**config.mk**
```make
export PLATFORM = sky130hd
export DESIGN_NAME = mem_access_ctrl
export DESIGN_NICKNAME = d
export VERILOG_FILES = /design/src/rtl/mem_stage_pkg.sv /design/src/rtl/mem_access_ctrl_dff.sv /design/src/rtl/mem_access_ctrl.sv
export SDC_FILE = /design/constraint.sdc
export NUM_CORES = 1
export LEC_CHECK = 0
export ABC_AREA = 1
export CAP_MARGIN = 20
export CORE_MARGIN = 3
export CORE_UTILIZATION = 40
export DETAILED_ROUTE_END_ITERATION = 16
export GPL_TIMING_DRIVEN = 0
export HOLD_SLACK_MARGIN = 0.06
export PLACE_DENSITY = 0.93
export SYNTH_ARGS = -nofsm -noshare
export SYNTH_HDL_FRONTEND = slang
export SYNTH_SLANG_ARGS = --single-unit
```
**constraint.sdc**
```tcl
create_clock -name clk -period 2.5 [get_ports clk]
set_input_delay 0.5 -clock clk [delete_from_list [all_inputs] [get_ports clk]]
set_output_delay 0.5 -clock clk [all_outputs]
set_load 0.03 [all_outputs]
```
**src/rtl/mem_stage_pkg.sv**
```systemverilog
// Shared types and widths for the memory-stage controller.
package mem_stage_pkg;

  typedef enum logic [1:0] {IDLE, WAIT, DONE} mem_state_t;

  localparam int DATA_W = 16;

endpackage

```
**src/rtl/mem_access_ctrl_dff.sv**
```systemverilog
// dff_16bit: write-enabled data register with async active-low clear (read-data latch).
module dff_16bit #(
  parameter int W = 16
) (
  input  logic         clk,
  input  logic         rst_n,
  input  logic         wen,
  input  logic [W-1:0] d,
  output logic [W-1:0] q
);

  always_ff @(posedge clk or negedge rst_n) begin
    if (!rst_n)   q <= '0;
    else if (wen) q <= d;
  end

endmodule

```
**src/rtl/mem_access_ctrl.sv**
```systemverilog
// MEM-stage controller: req/ack handshake with a variable-latency data memory, upstream stall.
// Optional abort of a hung access when MEM_ACCESS_TIMEOUT_EN is defined.
module mem_access_ctrl #(
  parameter int DATA_W         = mem_stage_pkg::DATA_W,
  parameter int TIMEOUT_CYCLES = 15
) (
  input  logic              clk,
  input  logic              rst_n,
  input  logic              in_mem_write,
  input  logic              in_mem_read,
  input  logic              in_mem_to_reg,
  input  logic              in_reg_write,
  input  logic [DATA_W-1:0] in_alu_val,
  input  logic [DATA_W-1:0] in_store_data,
  output logic              mem_req,
  output logic              mem_we,
  output logic [DATA_W-1:0] mem_addr,
  output logic [DATA_W-1:0] mem_wdata,
  input  logic [DATA_W-1:0] mem_rdata,
  input  logic              mem_ack,
  output logic              mem_stall,
  output logic              wb_mem_to_reg,
  output logic              wb_reg_write,
  output logic [DATA_W-1:0] wb_alu_val,
  output logic [DATA_W-1:0] wb_mem_data,
  output logic              mem_err
);
  import mem_stage_pkg::*;

  mem_state_t        state, next_state;
  logic              issue;
  logic              timeout_hit;
  logic              we_p1;
  logic [DATA_W-1:0] addr_p1;
  logic [DATA_W-1:0] wdata_p1;
  logic [DATA_W-1:0] rdata_q;

  // Gating with rst_n drops the request the moment reset asserts, even with access inputs high.
  assign issue = rst_n && (in_mem_read || in_mem_write);

  always_ff @(posedge clk or negedge rst_n) begin
    if (!rst_n) begin
      state <= IDLE;
      we_p1 <= 1'b0;
    end else begin
      state <= next_state;
      if (state == IDLE && issue) we_p1 <= in_mem_write;
    end
  end

  // Stage p0 -> p1: request address/data held stable for the WAIT phase.
  always_ff @(posedge clk) begin
    if (state == IDLE && issue) begin
      addr_p1  <= in_alu_val;
      wdata_p1 <= in_store_data;
    end
  end

  always_comb begin
    next_state = state;
    mem_req    = 1'b0;
    mem_stall  = 1'b0;
    mem_we     = 1'b0;
    mem_addr   = '0;
    mem_wdata  = '0;
    case (state)
      IDLE: begin
        if (issue) begin
          mem_req    = 1'b1;
          mem_stall  = 1'b1;
          mem_we     = in_mem_write;
          mem_addr   = in_alu_val;
          mem_wdata  = in_store_data;
          next_state = WAIT;
        end
      end
      WAIT: begin
        mem_req   = 1'b1;
        mem_stall = 1'b1;
        mem_we    = we_p1;
        mem_addr  = addr_p1;
        mem_wdata = wdata_p1;
        if (mem_ack || timeout_hit) next_state = DONE;
      end
      DONE:    next_state = IDLE;
      default: next_state = IDLE;
    endcase
  end

`ifdef MEM_ACCESS_TIMEOUT_EN
  localparam int CNT_W = (TIMEOUT_CYCLES > 1) ? $clog2(TIMEOUT_CYCLES) : 1;

  logic [CNT_W-1:0] wait_cnt_p1;
  logic             timeout_p1;

  // Counter holds (WAIT cycles elapsed - 1); the last allowed WAIT cycle aborts unless acked.
  assign timeout_hit = (state == WAIT) && !mem_ack &&
                       (wait_cnt_p1 == CNT_W'(TIMEOUT_CYCLES - 1));

  always_ff @(posedge clk or negedge rst_n) begin
    if (!rst_n) begin
      wait_cnt_p1 <= '0;
      timeout_p1  <= 1'b0;
    end else begin
      wait_cnt_p1 <= (state == WAIT && next_state == WAIT) ? wait_cnt_p1 + 1'b1 : '0;
      timeout_p1  <= timeout_hit;
    end
  end

  assign mem_err = (state == DONE) && timeout_p1;
`else
  logic unused_timeout_cycles;
  assign unused_timeout_cycles = (TIMEOUT_CYCLES == 0);
  assign timeout_hit           = 1'b0;
  assign mem_err               = 1'b0;
`endif

  // Stage p1 -> p2: read data captured on ack, presented to MEM/WB.
  dff_16bit #(.W(DATA_W)) u_rdata_latch (
    .clk   (clk),
    .rst_n (rst_n),
    .wen   ((state == WAIT) && mem_ack && !we_p1),
    .d     (mem_rdata),
    .q     (rdata_q)
  );

  assign wb_mem_to_reg = in_mem_to_reg;
  assign wb_alu_val    = in_alu_val;
  assign wb_reg_write  = rst_n && in_reg_write && !mem_stall && !mem_err;
  assign wb_mem_data   = mem_err ? '0 : rdata_q;

endmodule

```
-- Word-level counts from Yosys, hierarchy flattened
Cells that the tools add are included.
- multiplexer cells: 11
- equality and inequality tests: 3
- reduce and logical (&&, ||, !) cells: 11
- operators by type and width (operator ; number):
    $pmux W16 S2 ; 2
    $mux W16 ; 2
    $logic_and A1 B1 Y1 ; 6
    $mux W2 ; 2
    $ne A2 B2 Y1 const B ; 2
    $pmux W1 S2 ; 2
    $pmux W2 S2 ; 1
    $eq A2 B1 Y1 const B ; 1
    $logic_not A1 Y1 ; 2
    $logic_not A2 Y1 ; 1
    $mux W1 ; 2
    $reduce_and A2 Y1 ; 1
    $logic_or A1 B1 Y1 ; 1
- register bits after elaboration: 51
- output and inout port bits: 70

-- Longest topological paths before layout
- depth after elaboration: 6
- depth in mapped cells: 6
- depth with buffers taken out: 5

-- By module
From an unflattened synthesis, not the netlist that was laid out.
- cells, all modules: 253
- area total of the unflattened synthesis: 2473.6 um^2
- modules (own cells, without submodules) (module ; cells an instance ; area each (um^2) ; sequential area each (um^2) ; instances):
    mem_access_ctrl ; 185 ; 1829.3 ; 1036.0 ; 1
    dff_16bit ; 68 ; 644.4 ; 400.4 ; 1

-- Worst setup path before layout
No wires, ideal clock.
- kind: input port to output port
- from: in in_mem_write
- to: out wb_reg_write
- required time: 2.000 ns
- arrival: 1.697 ns
- stages: 3
- path buffers: 0
- setup slack: 0.303 ns
- path through: nor2_1 > o21ai_0 > nor2_1
- cells in the longest elaborated chain, start to end: 6
- ends and longest elaborated chain (element ; line ; RTL):
    start, declared ; mem_access_ctrl.sv:9 ; input logic in_mem_write,
    $logic_or A1 B1 Y1 ; mem_access_ctrl.sv:39 ; assign issue = rst_n && (in_mem_read || in_mem_write);
    $logic_and A1 B1 Y1 ; mem_access_ctrl.sv:39 ;
    $mux W1 ; - ;
    $pmux W1 S2 ; - ;
    via mem_req ; mem_access_ctrl.sv:15 ; output logic mem_req,
    $logic_not A1 Y1 ; mem_access_ctrl.sv:129 ; assign wb_reg_write = rst_n && in_reg_write && !mem_stall && !mem_err;
    $logic_and A1 B1 Y1 ; mem_access_ctrl.sv:129 ;
    end, declared ; mem_access_ctrl.sv:23 ; output logic wb_reg_write,
The timed path passes the listed nets, and every way through them passes these cells.

-- Worst setup path after layout
- from: in in_mem_write
- to: out mem_wdata[9]
- cells in the longest elaborated chain, start to end: 4
- ends and longest elaborated chain (element ; line ; RTL):
    $logic_or A1 B1 Y1 ; mem_access_ctrl.sv:39 ;
    $logic_and A1 B1 Y1 ; mem_access_ctrl.sv:39 ;
    $mux W16 ; mem_access_ctrl.sv:68 ; if (issue) begin
    $pmux W16 S2 ; mem_access_ctrl.sv:66 ; case (state)
    end, declared ; mem_access_ctrl.sv:18 ; output logic [DATA_W-1:0] mem_wdata,
No other way between the ends.

==> results.md <==
* Final hold slack at 104.1 ps
* Syn Nets at between 300 and 400
* FP Rows at 27
* Ys async rst share at 0.3725
* Finish-stage setup viols at 0
* Ports at between 100 and 150
* Fill cells at ~470
* Total negative slack at 0 ps
* Area growth, synth to finish at 61.26%
* Initial Util at 0.4239
* Total power draw at around 0.0034 W
* Gr busiest metal: met2
* Fmax at 405.3 MHz
* Comb pwr share at 0.482
* Core ar. at 5675 µm²
* IO buf count at 121
* Clock Pin Slew Worst Setup and Hold Paths at 90 ps
* DRT antenna net count at 0
* Clock power share at 0.167
* RSZ-0062 raised after global routing: true
* Post-synthesis sequential area ratio at 0.5970
* Top cells by area, synth: edfxtp_1 40%, dfrtp_1 20%, nand2_1 16%
* Wirelength per Cell at around 14 µm
* Pwr/cell area at 873.2 nW/µm²
* Max clock buf depth at 2
* Flop pwr share at 0.351
* Final #Nets at about 440
* Largest net degree at the start of global routing at 25
* Peak VDD IR at 0.5886 mV
* Top FF cell, synth: edfxtp_1
* Storage element area at ~1400 µm²
* CP Max Fanout at 10
* Proportion of synthesized area in mux cells at 0
* TritonCTS Buffers at 5
* Total Routing Usage GR at 0.1908
* Post-Synth Adder-Cell Area at 0
* Yosys reg bits at 51
* Tcrit/Tclk final at 0.9870
* Clock Sinks at ~50
* DRC errors left at 0
* Internal Dissipation at 0.002029 W
* Crit path arrival time at between 1500 and 2000 ps
* Die width at between 80 and 90 µm
* First-pass DRT Iterations at 4
* Compound-Gate Fraction of Synth Area at 0.006240
* Die H at 83.56 µm
* Slowest cell on crit path: clkdlybuf4s50_1
* Fin util at 0.6836
* Yosys warning count at 0
* Post-synth EDFFs at 32
* Layout cells sized above 1 at 0.2016
* Htree depth at 2
* Post-synthesis simple-gate area fraction at 0.2871
* Top-count cell post-synth: nand2_1
* Rel. slew slack at 0.6574
* Outcome: finished, final reports clean
* M1 GR Usage at 0.2200
* Min-delay worst type: in2async
* Slew Viols, Final at 0
* Buf/Inv on CP at 3
* Global-route wire length before repair at about 11000 µm
* Layout Skew at 4.537 ps
* GP Congestion at around 0.77
* Clk root buf: clkbuf_8
* Via Count at ~2300
* Antenna diodes at 0
* Post-placement cell count at 450
* Synthesized area per cell at between 9 and 10 µm²
* Leakage power at around 1.8 nW
* Worst Tran Pin Value at slightly above 500 ps
* Largest family of logic cells by synthesized area: simple AND/OR/NAND/NOR gates
* Cell family with most CP delay: buffers and inverters
* Critical path startpoint category: input port
* Post-DP HPWL at about 5100 µm
* Switch share at 0.4012
* Layout Cells excl Fill at 459
* Critical Path End Type: output port
* CP Cell Sequence: clkdlybuf4s50_1 -> nor2_1 -> nor2_2 -> buf_4 -> nand3_1 -> nand2_1 -> clkdlybuf4s15_2
* Via-per-instance ratio at between 4 and 5
* Grt met2 use at 0.3542
* Max cap viols at 0
* CTS tree: done
* CP Data Required Time at around 2000 ps
* # hold bufs at CTS at 0
* Worst skew pair latency at approximately 300 ps
* Area leader, netlist: edfxtp_1
* WS Path Type: in2out
* Die ar. at 6981 µm²
* Synth top cells by count: 101 x nand2_1, 33 x nand3_1, 32 x edfxtp_1, 23 x buf_4, 19 x dfrtp_1
* Crit path largest cell delay at between 500 and 600 ps
* NetSw at approximately 0.0014 W
* Number of global-route vias before repair at approximately 2300
* Xor and xnor fraction of the mapped netlist area at 0
* Aggregate routed wire length at 6653 µm
* Total grt overflow at 0
* Post-synth top area share at 0.3994
* Initial antenna violation count at 0
* Area of the mapped netlist at roughly 2400 µm²
* Final hold violations at 0
* Grt met3 use at 0.05133
* Multi-input gate area at around 710 µm²
* DR iter-0 viols at ~130
* Final worst path period need at about 2500 ps
* Post-Synthesis Cells at roughly 260
* Yosys cell types at 16
state kept, by name (all words and copies together), names as in the netlist:
| name | cells |
|---|---|
| wdata_p1 | 16 |
| state | 2 |
| addr_p1 | 16 |
| we_p1 | 1 |
| u_rdata_latch.q | 16 |
routing by layer:
layer  up-vias  part of all wire
met5         -                 0
met4         0            0.0023
met3         2             0.063
met2        89              0.54
met1      1066              0.40
li1       1093                 -
area by class of cell:
| type | count | share of cell area |
|---|---|---|
| Timing Repair Buffer | 123 | 0.3260 |
| Tap cell | 72 | 0.02322 |
| Clock buffer | 5 | 0.01774 |
| Inverter | 9 | 0.008707 |
| Sequential cell | 51 | 0.3702 |
| Buffer | 34 | 0.06030 |
| Clock inverter | 3 | 0.01096 |
| Multi-Input combinational cell | 162 | 0.1828 |
path summary, 6_finish.rpt:
kind                                    start                   to  slack, ps  cells after the start
setup reg to reg                     state[1]          wdata_p1[4]        580                      4
setup / recovery                 in_mem_write         mem_wdata[9]         30                      7
hold / removal                          rst_n   u_rdata_latch.q[6]        100                      1
max in group asynchronous               rst_n  u_rdata_latch.q[12]       2160                      1
hold reg to reg            u_rdata_latch.q[4]   u_rdata_latch.q[4]        480                      2
min in group clk           u_rdata_latch.q[4]   u_rdata_latch.q[4]        480                      2
worst register-to-register path, cell delays in order, from the launching register on:
cell and delay [ps]:
dfrtp_1 420, nor2_1 360, nand3_1 190, inv_1 430, buf_16 230
what timing repair did:
action                                 CTS  global route
gates cloned                             0             0
gates resized for setup                102            14
buffers inserted                         0             1
setup endpoints to repair               59            31
endpoints found under the hold margin    0             0
pin swaps                                0             1
placed cells by master, fill, tap and decap left out:
| cell | Yosys | routed |
|---|---|---|
| buf_16 | 0 | 1 |
| buf_2 | 10 | 8 |
| buf_4 | 23 | 27 |
| bufinv_16 | 0 | 1 |
| clkbuf_1 | 1 | 1 |
| clkbuf_2 | 0 | 1 |
| clkbuf_4 | 0 | 1 |
| clkbuf_8 | 0 | 5 |
| clkdlybuf4s15_1 | 0 | 1 |
| clkdlybuf4s15_2 | 0 | 26 |
| clkdlybuf4s18_2 | 0 | 3 |
| clkdlybuf4s50_1 | 0 | 84 |
| clkinv_1 | 1 | 2 |
| conb_1 | 1 | 1 |
| dfrtp_1 | 19 | 19 |
| dlygate4sd2_1 | 0 | 3 |
| dlymetal6s2s_1 | 0 | 1 |
| edfxtp_1 | 32 | 32 |
| inv_1 | 7 | 7 |
| inv_2 | 1 | 1 |
| inv_6 | 0 | 1 |
| nand2_1 | 101 | 101 |
| nand3_1 | 33 | 33 |
| nand4_1 | 17 | 17 |
| nand4_2 | 1 | 1 |
| nor2_1 | 4 | 4 |
| nor2_2 | 2 | 2 |
| o21ai_0 | 3 | 2 |
| o21ai_1 | 0 | 1 |
power groups by stage:
stage	Sequential (W)	Combinational (W)	Clock, W
CTS	0.00119	0.00165	0.000578
global placement	0.00120	0.00163	0
global route	0.00121	0.00175	0.000618
detailed placement	0.00120	0.00168	0
floorplan	0.00145	0.000680	0
finish	0.00119	0.00163	0.000566
cell families (layout without fill, tap and decap cells):
kind of cell	Yosys count	in the layout
buf+inv	43	174
compound gates	3	3
simple gates	158	158
other cells	1	1
flops	51	51
through the flow:
stage / setup slack [ps] / cell area (µm²)
final: 32.58 / 3880
after global routing: -42.86 / 3880
after CTS: -42.90 / 3875
after detailed placement: -1234 / 3735
after global placement: -1159 / 3707
after floorplan: 302.8 / 2406
Power figures use the tool's default switching activity.
==> patch (config.mk and constraints unchanged) <==
The option `MEM_ACCESS_TIMEOUT_EN` is turned on by a define.
--- a/src/rtl/mem_access_ctrl.sv
+++ b/src/rtl/mem_access_ctrl.sv
@@ -1,5 +1,7 @@
 // MEM-stage controller: req/ack handshake with a variable-latency data memory, upstream stall.
 // Optional abort of a hung access when MEM_ACCESS_TIMEOUT_EN is defined.
+`define MEM_ACCESS_TIMEOUT_EN
+
 module mem_access_ctrl #(
   parameter int DATA_W         = mem_stage_pkg::DATA_W,
   parameter int TIMEOUT_CYCLES = 15
Check against the original RTL: same outputs for any inputs over 10 cycles, from zero or initial values and one cycle with rst_n low; that may be too few to reach the edited logic, so the function may still have changed.
==> patch against the original RTL <==
- worst setup slack gained 0.054 ns
- area after synthesis grew 16%
- count of clock-buffer cells in the layout is the same
- routed wire length grew 19%
- final area grew 7.6%
- power grew 4.1%
- cell count grew 17%
- clock skew grew 0.0049 ns
- sequential cell count grew 5
==> patch: results (changes against the original RTL) <==
The maximum level of the CTS H-tree was 2 (unchanged); the HPWL after detailed placement was 5900 um (+16%). Final routed wirelength across all metal layers: 7940 um (+19%). The tools report the post-synthesis sequential area ratio as 55.8% (-3.9 points). The flow ran to the end, and the final reports show no timing, DRC or antenna violations. The tools report the met1 demand-to-capacity share in global routing as 21.7% (-0.34 points).

Leakage dissipation: 2.00 nW (+14%). The via-per-instance ratio works out to 4.98 (+1.7%). The reg-to-reg endpoint is addr_p1[11].

The number of nets in the layout was 502 (+14%); the post-synthesis share of cell area spent on xor and xnor gates was 0.313% (+0.31 points). The number of buffers created by CTS was 5 (unchanged); the multi-input logic area was 910 um^2 (+28%). The layout cell share with drive strength beyond 1 came out at 18.4% (-1.8 points). By count the netlist is led by nand2_1, nand4_1, edfxtp_1.

The logs give 530 (+18%) for the number of placed instances with taps included and 3080 um (+16%) for the detailed-route wire length on metal 1. The critical path launch point was in_mem_write. Number of enable-type register cells in the synthesized netlist: 32 (unchanged). The synthesized netlist net count is 371 (+19%). The capturing element type of the critical path is a primary output. The largest stage delay on the critical path was 0.48 ns (-0.03 ns); the count of non-filler cells in the finished layout was 539 (+17%). The power attributed to combinational cells was 1.67 mW (+2%); the global-route total usage across every layer was 19.3% (+0.20 points). The final hold slack is 0.112 ns (+0.00799 ns), and the first-iteration detailed-routing DRC count is 143 (+8.3%). The most critical setup path has its endpoint at mem_addr[3].

The post-CTS resize count came out at 90 (-12%). Buffer levels on the longest clock path: 2 (unchanged). For the met2 demand-to-capacity share in global routing, the log shows 35.4% (about the same).

Largest net degree at the start of global routing: 26 (+4.0%). Via count of the first global-routing pass: 2688 (+17%). The complex-gate fraction of the synthesized area is 0.179% (-0.45 points), and the share of synthesized registers carrying an async set or reset is 42.9% (+5.6 points).

The slew at the pin closest to its max-slew limit is 0.461 ns (-0.0520 ns). The logs give 5.38% (+0.25 points) for the met3 usage in global routing and 0.73 ns (+0.15 ns) for the flop-to-flop setup slack. The count of buffers inserted at the top-level ports was 122 (+0.83%); the final RePlAce weighted congestion was 0.804 (+4.8%). Launching point of the worst reg2reg path: state[1]. The tools report the first-pass detailed-route iteration total as 4 (unchanged). The adder-cell share of the synthesized area works out to 0.894% (+0.89 points). The wire length of the first global-routing pass is 12000 um (+9.4%).

Yosys attributes the largest share of cell area to edfxtp_1, dfrtp_1, nand2_1. The wire length on met3 was 586 um (+40%); the initial antenna violation count was 0 (unchanged). For the setup clock skew after layout, the log shows 0.00945 ns (+0.00492 ns). The tools report the internal portion of total power as 2.06 mW (+1.4%). Among all stages on the critical path, the largest delay is contributed by clkdlybuf4s50_1.

Count of filler cells inserted in the layout: 553 (+19%). The clock share of power was 16.5% (-0.2 points). The highest ir drop seen on vdd is 0.373 mV (-37%). The number of distinct library cell variants in the gate-level netlist after synthesis was 21 (+5). The logs give 314 (+23%) for the number of cells produced by synthesis and 1.91 ns (-0.06 ns) for the endpoint arrival time on the critical path. Met2 wire length: 4150 um (+16%). The tools report the clock insertion delay at the later pin of the skew report as 0.30 ns (about the same). The highest routed metal layer was met4.
[patch: cell count changes after synthesis, moves of 6 or more]
cell / unedited run / this run
clkbuf_1: 1 / 7
inv_1: 7 / 25
nand3_1: 33 / 5
nand4_1: 17 / 50
nor2_1: 4 / 22
[patch: logic make-up after synthesis]
group,Yosys count
compound gates,1
xor+xnor,1
fa+ha+maj,2
buf+inv,66
flops,56
simple gates,188
[patch: stage by stage]
| step | setup WS, ns | total power [mW] |
|---|---|---|
| 4_1_cts | 0.000829 | 3.57 |
| 5_1_grt | -0.00133 | 3.73 |
| 2_1_floorplan | 0.521 | 2.33 |
| 3_3_place_gp | -1.39 | 3.04 |
| 3_5_place_dp | -1.45 | 3.11 |
| 6_report | 0.0870 | 3.53 |
[patch: layout make-up]
type,count,area share (%)
buffer,38,5.88
clock buffer,5,1.65
clock inverter,3,0.899
inverter,28,2.52
multi-input combinational,192,21.8
sequential,56,37.4
tap,93,2.79
timing repair buffer,124,27.1
